$ cat config.mk
export PLATFORM = sky130hd
export DESIGN_NAME = sprite_cmd_queue
export DESIGN_NICKNAME = d
export VERILOG_FILES = /design/src/rtl/sprite_cmd_queue.sv
export SDC_FILE = /design/constraint.sdc
export NUM_CORES = 1
export LEC_CHECK = 0
export ABC_AREA = 1
export ABC_CLOCK_PERIOD_IN_PS = 5200
export CELL_PAD_IN_SITES_DETAIL_PLACEMENT = 1
export CELL_PAD_IN_SITES_GLOBAL_PLACEMENT = 1
export CORE_ASPECT_RATIO = 0.8
export CORE_MARGIN = 2
export CORE_UTILIZATION = 50
export DETAILED_ROUTE_END_ITERATION = 7
export PLACE_DENSITY = 0.84
export SETUP_SLACK_MARGIN = 0.15
export SYNTH_ARGS = -nofsm -noshare
export SYNTH_HDL_FRONTEND = slang
export SYNTH_SLANG_ARGS = --single-unit
export TNS_END_PERCENT = 20
$ cat constraint.sdc
create_clock -name clock -period 5.2 [get_ports clock]
set_clock_uncertainty 0.2 [all_clocks]
set_input_delay 0.52 -clock clock [delete_from_list [all_inputs] [get_ports clock]]
set_output_delay 0.52 -clock clock [all_outputs]
set_load 0.005 [all_outputs]
$ cat src/rtl/sprite_cmd_queue.sv
// sprite_cmd_queue: producer end of the sprite draw queue.
// Assembles 6-byte sprite records (id, x_hi, x_lo, y_hi, y_lo, scale) from a
// byte stream into a FIFO. The head record is presented show-ahead and is
// popped by the consumer's one-cycle dequeue pulse. fb_resetting flushes all
// state, so every frame starts with an empty queue.
//
// Ports:
//   clock, fb_resetting           clock; asynchronous active-high reset/flush
//   in_valid/in_first/in_data     command byte stream; in_first restarts a record
//   in_ready                      byte accepted when in_valid && in_ready
//   sprite_queue_dequeue          pop request from the distributor
//   sprite_queue_is_empty         no valid head record (registered)
//   sprite_queue_sprite_*         head record fields (registered)
//   queue_count                   number of stored records
// Optional (macro SPRITE_QUEUE_STATS_EN):
//   stat_high_water               maximum queue_count since reset
//   stat_drops                    saturating count of cycles with a refused byte
module sprite_cmd_queue #(
  parameter int unsigned DEPTH = 16
) (
  input  logic                     clock,
  input  logic                     fb_resetting,
  input  logic                     in_valid,
  input  logic                     in_first,
  input  logic [7:0]               in_data,
  output logic                     in_ready,
  input  logic                     sprite_queue_dequeue,
  output logic                     sprite_queue_is_empty,
  output logic [7:0]               sprite_queue_sprite_id,
  output logic [15:0]              sprite_queue_sprite_x,
  output logic [15:0]              sprite_queue_sprite_y,
  output logic [7:0]               sprite_queue_sprite_scale,
  output logic [$clog2(DEPTH):0]   queue_count
`ifdef SPRITE_QUEUE_STATS_EN
  ,
  output logic [$clog2(DEPTH):0]   stat_high_water,
  output logic [15:0]              stat_drops
`endif
);

  localparam int unsigned PW = $clog2(DEPTH);
  localparam int unsigned CW = PW + 1;

  typedef struct packed {
    logic [7:0]  id;
    logic [15:0] x;
    logic [15:0] y;
    logic [7:0]  scale;
  } rec_t;

  typedef enum logic [2:0] {
    IDX0 = 3'd0,
    IDX1 = 3'd1,
    IDX2 = 3'd2,
    IDX3 = 3'd3,
    IDX4 = 3'd4,
    IDX5 = 3'd5
  } idx_e;

  idx_e            idx_q, idx_d, eff_idx;
  logic            accept, push, pop;
  logic [7:0]      part_id, part_x_hi, part_x_lo, part_y_hi, part_y_lo;
  rec_t            new_rec;
  rec_t            mem [DEPTH];
  logic [PW-1:0]   rd_ptr_q, rd_ptr_d, wr_ptr_q, wr_ptr_d;
  logic [CW-1:0]   count_q, count_d;
  rec_t            head_q, head_d;
  logic            empty_q;

  // Byte handshake; the registered count gates acceptance, no pop look-ahead.
  assign in_ready = !fb_resetting && (count_q < CW'(DEPTH));
  assign accept   = in_valid && in_ready;
  assign eff_idx  = in_first ? IDX0 : idx_q;
  assign new_rec  = {part_id, part_x_hi, part_x_lo, part_y_hi, part_y_lo, in_data};
  assign pop      = sprite_queue_dequeue && (count_q != '0);

  // Assembler byte-index register.
  always_ff @(posedge clock or posedge fb_resetting) begin
    if (fb_resetting) idx_q <= IDX0;
    else              idx_q <= idx_d;
  end

  // Assembler next index; the byte at index 5 completes and pushes the record.
  always_comb begin
    idx_d = idx_q;
    push  = 1'b0;
    if (accept) begin
      case (eff_idx)
        IDX0:    idx_d = IDX1;
        IDX1:    idx_d = IDX2;
        IDX2:    idx_d = IDX3;
        IDX3:    idx_d = IDX4;
        IDX4:    idx_d = IDX5;
        IDX5: begin
          idx_d = IDX0;
          push  = 1'b1;
        end
        default: idx_d = IDX0;
      endcase
    end
  end

  // Partial record bytes; the scale byte goes straight into the FIFO.
  always_ff @(posedge clock or posedge fb_resetting) begin
    if (fb_resetting) begin
      part_id   <= '0;
      part_x_hi <= '0;
      part_x_lo <= '0;
      part_y_hi <= '0;
      part_y_lo <= '0;
    end else if (accept) begin
      case (eff_idx)
        IDX0:    part_id   <= in_data;
        IDX1:    part_x_hi <= in_data;
        IDX2:    part_x_lo <= in_data;
        IDX3:    part_y_hi <= in_data;
        IDX4:    part_y_lo <= in_data;
        default: ;
      endcase
    end
  end

  // FIFO storage; contents need no reset since count gates visibility.
  always_ff @(posedge clock) begin
    if (push) mem[wr_ptr_q] <= new_rec;
  end

  // Pointer/count/head next state. The head bypasses the pushed record when it
  // lands exactly at the new read pointer (push into empty, or push+pop at 1).
  always_comb begin
    wr_ptr_d = push ? wr_ptr_q + PW'(1) : wr_ptr_q;
    rd_ptr_d = pop  ? rd_ptr_q + PW'(1) : rd_ptr_q;
    count_d  = count_q;
    case ({push, pop})
      2'b10:   count_d = count_q + CW'(1);
      2'b01:   count_d = count_q - CW'(1);
      default: count_d = count_q;
    endcase
    head_d = '0;
    if (count_d != '0) begin
      if (push && (wr_ptr_q == rd_ptr_d)) head_d = new_rec;
      else                                head_d = mem[rd_ptr_d];
    end
  end

  // FIFO control and registered head.
  always_ff @(posedge clock or posedge fb_resetting) begin
    if (fb_resetting) begin
      rd_ptr_q <= '0;
      wr_ptr_q <= '0;
      count_q  <= '0;
      head_q   <= '0;
      empty_q  <= 1'b1;
    end else begin
      rd_ptr_q <= rd_ptr_d;
      wr_ptr_q <= wr_ptr_d;
      count_q  <= count_d;
      head_q   <= head_d;
      empty_q  <= (count_d == '0);
    end
  end

  assign queue_count               = count_q;
  assign sprite_queue_is_empty     = empty_q;
  assign sprite_queue_sprite_id    = head_q.id;
  assign sprite_queue_sprite_x     = head_q.x;
  assign sprite_queue_sprite_y     = head_q.y;
  assign sprite_queue_sprite_scale = head_q.scale;

`ifdef SPRITE_QUEUE_STATS_EN
  // High-water mark and saturating refused-byte counter.
  always_ff @(posedge clock or posedge fb_resetting) begin
    if (fb_resetting) begin
      stat_high_water <= '0;
      stat_drops      <= '0;
    end else begin
      if (count_d > stat_high_water) stat_high_water <= count_d;
      if (in_valid && !in_ready && (stat_drops != 16'hFFFF))
        stat_drops <= stat_drops + 16'd1;
    end
  end
`endif

endmodule
==> impl_metrics.json <==
{
  "syn_area_um2": 35800,
  "cts.sinks": 873,
  "dieArea_um2": 73800,
  "portBuffers": 67,
  "synthesis.instances": 3032,
  "globalRouteOverflowTotal": 0,
  "dp.final_hpwl_um": 59000,
  "ys_seq_area_share_pct": 71.8,
  "top_level_ports": 68,
  "critPathCaptureType": "flip-flop",
  "cts_hold_buffers": 0,
  "antenna_found_initial": 5,
  "n_fill_cell": 7028,
  "final_common_cell": "nand3_1",
  "globalplace.congestion": 0.811,
  "worstSkewPairLatency_ps": 630,
  "critPathLaunch": "queue_count[4]$_DFF_PP0_",
  "r2r_start": "queue_count[4]$_DFF_PP0_",
  "placeableCoreArea_um2": 70600,
  "tns_ps": 0,
  "p_per_area_nw_per_um2": 615,
  "initial_core_util_pct": 50.7,
  "core.rowCount": 87,
  "first_pass_grt_wire_length_um": 174000,
  "synth.net_count": 3053,
  "maxCapViolations": 0,
  "run_status": "finished clean",
  "final_layout_size_suffix_gt1_share_pct": 7.90,
  "drt-vias-per-instance": 6.47,
  "rsz_0062_raised_after_global_routing": "false",
  "detail-route-antenna-nets": 0,
  "holdCritPathClass": "in2async",
  "timing_hold_violations_final": 0,
  "min_period_ps": 4590,
  "relSlewSlack_pct": 16.9,
  "cp_data_arrival_time_ps": 4930,
  "tritoncts_clock_tree": "built",
  "cts_root_buffer": "clkbuf_16",
  "worst_setup_hold_path_clk_slew_ps": 60,
  "yosys_register_bits": 873,
  "rrSetupSlack_ps": 610,
  "vias_in_the_first_global_route": 28000,
  "worstPathRequired_ps": 5540,
  "number_of_remaining_drc_errors": 0,
  "die-height_um": 243,
  "synth_enable_flop_cells": 768,
  "htree_levels": 3,
  "postSynth.asyncResetShare_pct": 12.0,
  "period_share_pct": 88.3,
  "max_vdd_drop_uv": 599,
  "path_max_fanout": 40,
  "critPathLaunchType": "flip-flop",
  "drt_iter0_drcs": 3257,
  "crit_type": "reg2reg",
  "rr_endpoint": "sprite_queue_sprite_y[13]$_DFF_PP0_",
  "vias": 26000,
  "synth_warnings": 0,
  "inserted_clock_buffers": 86,
  "ys.flop_type": "edfxtp_1",
  "final_cell_mix": "nand3_1 (1,115), edfxtp_1 (768), nand2_1 (567)",
  "postCtsResizedCells": 0,
  "fmax_mhz": 218,
  "tightestPinTransition_ps": 1240,
  "detail_route.first_pass.iterations": 5,
  "finish.net_count": 3036,
  "drv_slew": 0,
  "timing.reg2reg.worst_path_depth": 18,
  "insertedDiodeCount": 0,
  "wl_per_cell_um": 28.9,
  "totalWireLength_um": 116000,
  "die-width_um": 303,
  "post-cts-setup-buffers": 0,
  "setup_viol_count_final": 0,
  "number_of_buffers_between_clock_root_and_the_deepest_sink": 3,
  "syn-mean-instance-area_um2": 11.8,
  "synth.lib_cells_used.distinct": 32,
  "total_design_power_w": 0.0249,
  "synthToLayoutAreaGrowth_pct": 12.8,
  "grt_start_max_net_pins": 221,
  "grt_util_all_layers_pct": 31.8,
  "p_leak_nw": 14.8
}
## metal layers
metal | track usage (%) | share of wire, %
met4 | 14.3 | 4.6
met1 | 41.2 | 37
met2 | 52.4 | 49
met3 | 5.72 | 9.2
met5 | 0 | 0.036
## worst max-delay path by stage
stage	end
6_report	sprite_queue_sprite_y[13]$_DFF_PP0_
5_1_grt	sprite_queue_sprite_y[10]$_DFF_PP0_
4_1_cts	sprite_queue_sprite_y[13]$_DFF_PP0_
3_5_place_dp	sprite_queue_sprite_y[13]$_DFF_PP0_
3_3_place_gp	sprite_queue_sprite_y[15]$_DFF_PP0_
2_1_floorplan	mem[11][0]$_DFFE_PP_
## synthesized netlist by cell type (2+ instances only)
cell type  count  area share (%)
nand2_1      570             6.0
o21ai_0       44            0.62
buf_1         17            0.18
buf_6          6            0.19
nor2_1        29            0.30
nor2_2         2           0.035
a21oi_1       28            0.39
xnor2_1        2           0.049
xor2_1         5            0.12
inv_1         82            0.86
edfxtp_1     768              64
ha_1           8            0.28
clkbuf_1      91            0.95
buf_2        107             1.5
a21oi_2       20            0.49
inv_2          6           0.063
buf_4          2           0.042
dfrtp_1      104             7.3
nand3b_1       7            0.15
nand4_1        3           0.052
nand2_4        2           0.063
nand3_2        4            0.11
nand3_1     1115              16
nand2_2        2           0.035
## power breakdown
group | leakage, nW | switching, W | internal (W)
clock | 1.41 | 0.00272 | 0.00372
sequential | 8.27 | 0.000985 | 0.00874
combinational | 5.11 | 0.00601 | 0.00269
total | 14.8 | 0.00971 | 0.0152
## through the flow
| step | area, µm² | hold WS (ps) | setup WS [ps] | utilization (%) | std cells |
|---|---|---|---|---|---|
| 6_report | 40400 | 328 | 609 | 57.2 | 4021 |
| 5_1_grt | 40400 | 371 | 265 | 57.2 | 4021 |
| 4_1_cts | 40400 | 341 | 604 | 57.2 | 4021 |
| 3_5_place_dp | 37500 | 336 | 12.5 | 53.1 | 3861 |
| 3_3_place_gp | 37500 | 303 | 365 | 53.1 | 3861 |
| 2_1_floorplan | 35800 | 288 | 1270 | - | 3032 |
## logic make-up (layout without fill, tap and decap cells)
group	count (synthesis)	count (layout)	synth area share, %
fa+ha+maj	8	8	0.280
mux	1	1	0.0280
xor+xnor	8	8	0.217
compound gates	94	94	1.53
simple gates	1737	1737	22.4
buf+inv	311	366	3.78
flops	873	873	71.8
## critical path, stage by stage (launching register included)
cell,delay [ps]
dfrtp_1,430
nor2_1,260
nand2_1,200
inv_2,130
nand3_2,130
ha_1,320
xor2_1,240
ha_1,210
inv_1,50
nand2_1,100
nand2_1,100
o21ai_1,250
nand4_1,170
nand3_1,140
nor2_2,60
inv_2,890
buf_4,320
nand2_1,60
a21oi_1,180
## layout make-up
type,instances,area (µm²),area share (%)
Sequential cell,873,25700,63.6
Multi-Input combinational cell,1848,8930,22.1
Clock buffer,116,2380,5.88
Timing Repair Buffer,118,1380,3.41
Tap cell,934,1170,2.89
Clock inverter,44,504,1.25
Inverter,88,343,0.849
## registers in the layout, indices dropped and copies added (netlist names), 4 cells and up
name,count
sprite_queue_sprite_id,8
sprite_queue_sprite_y,16
sprite_queue_sprite_scale,8
sprite_queue_sprite_x,16
part_x_lo,8
wr_ptr_q,4
queue_count,5
part_y_lo,8
part_x_hi,8
part_id,8
part_y_hi,8
mem,768
rd_ptr_q,4
(Power assumes the default switching activity.)
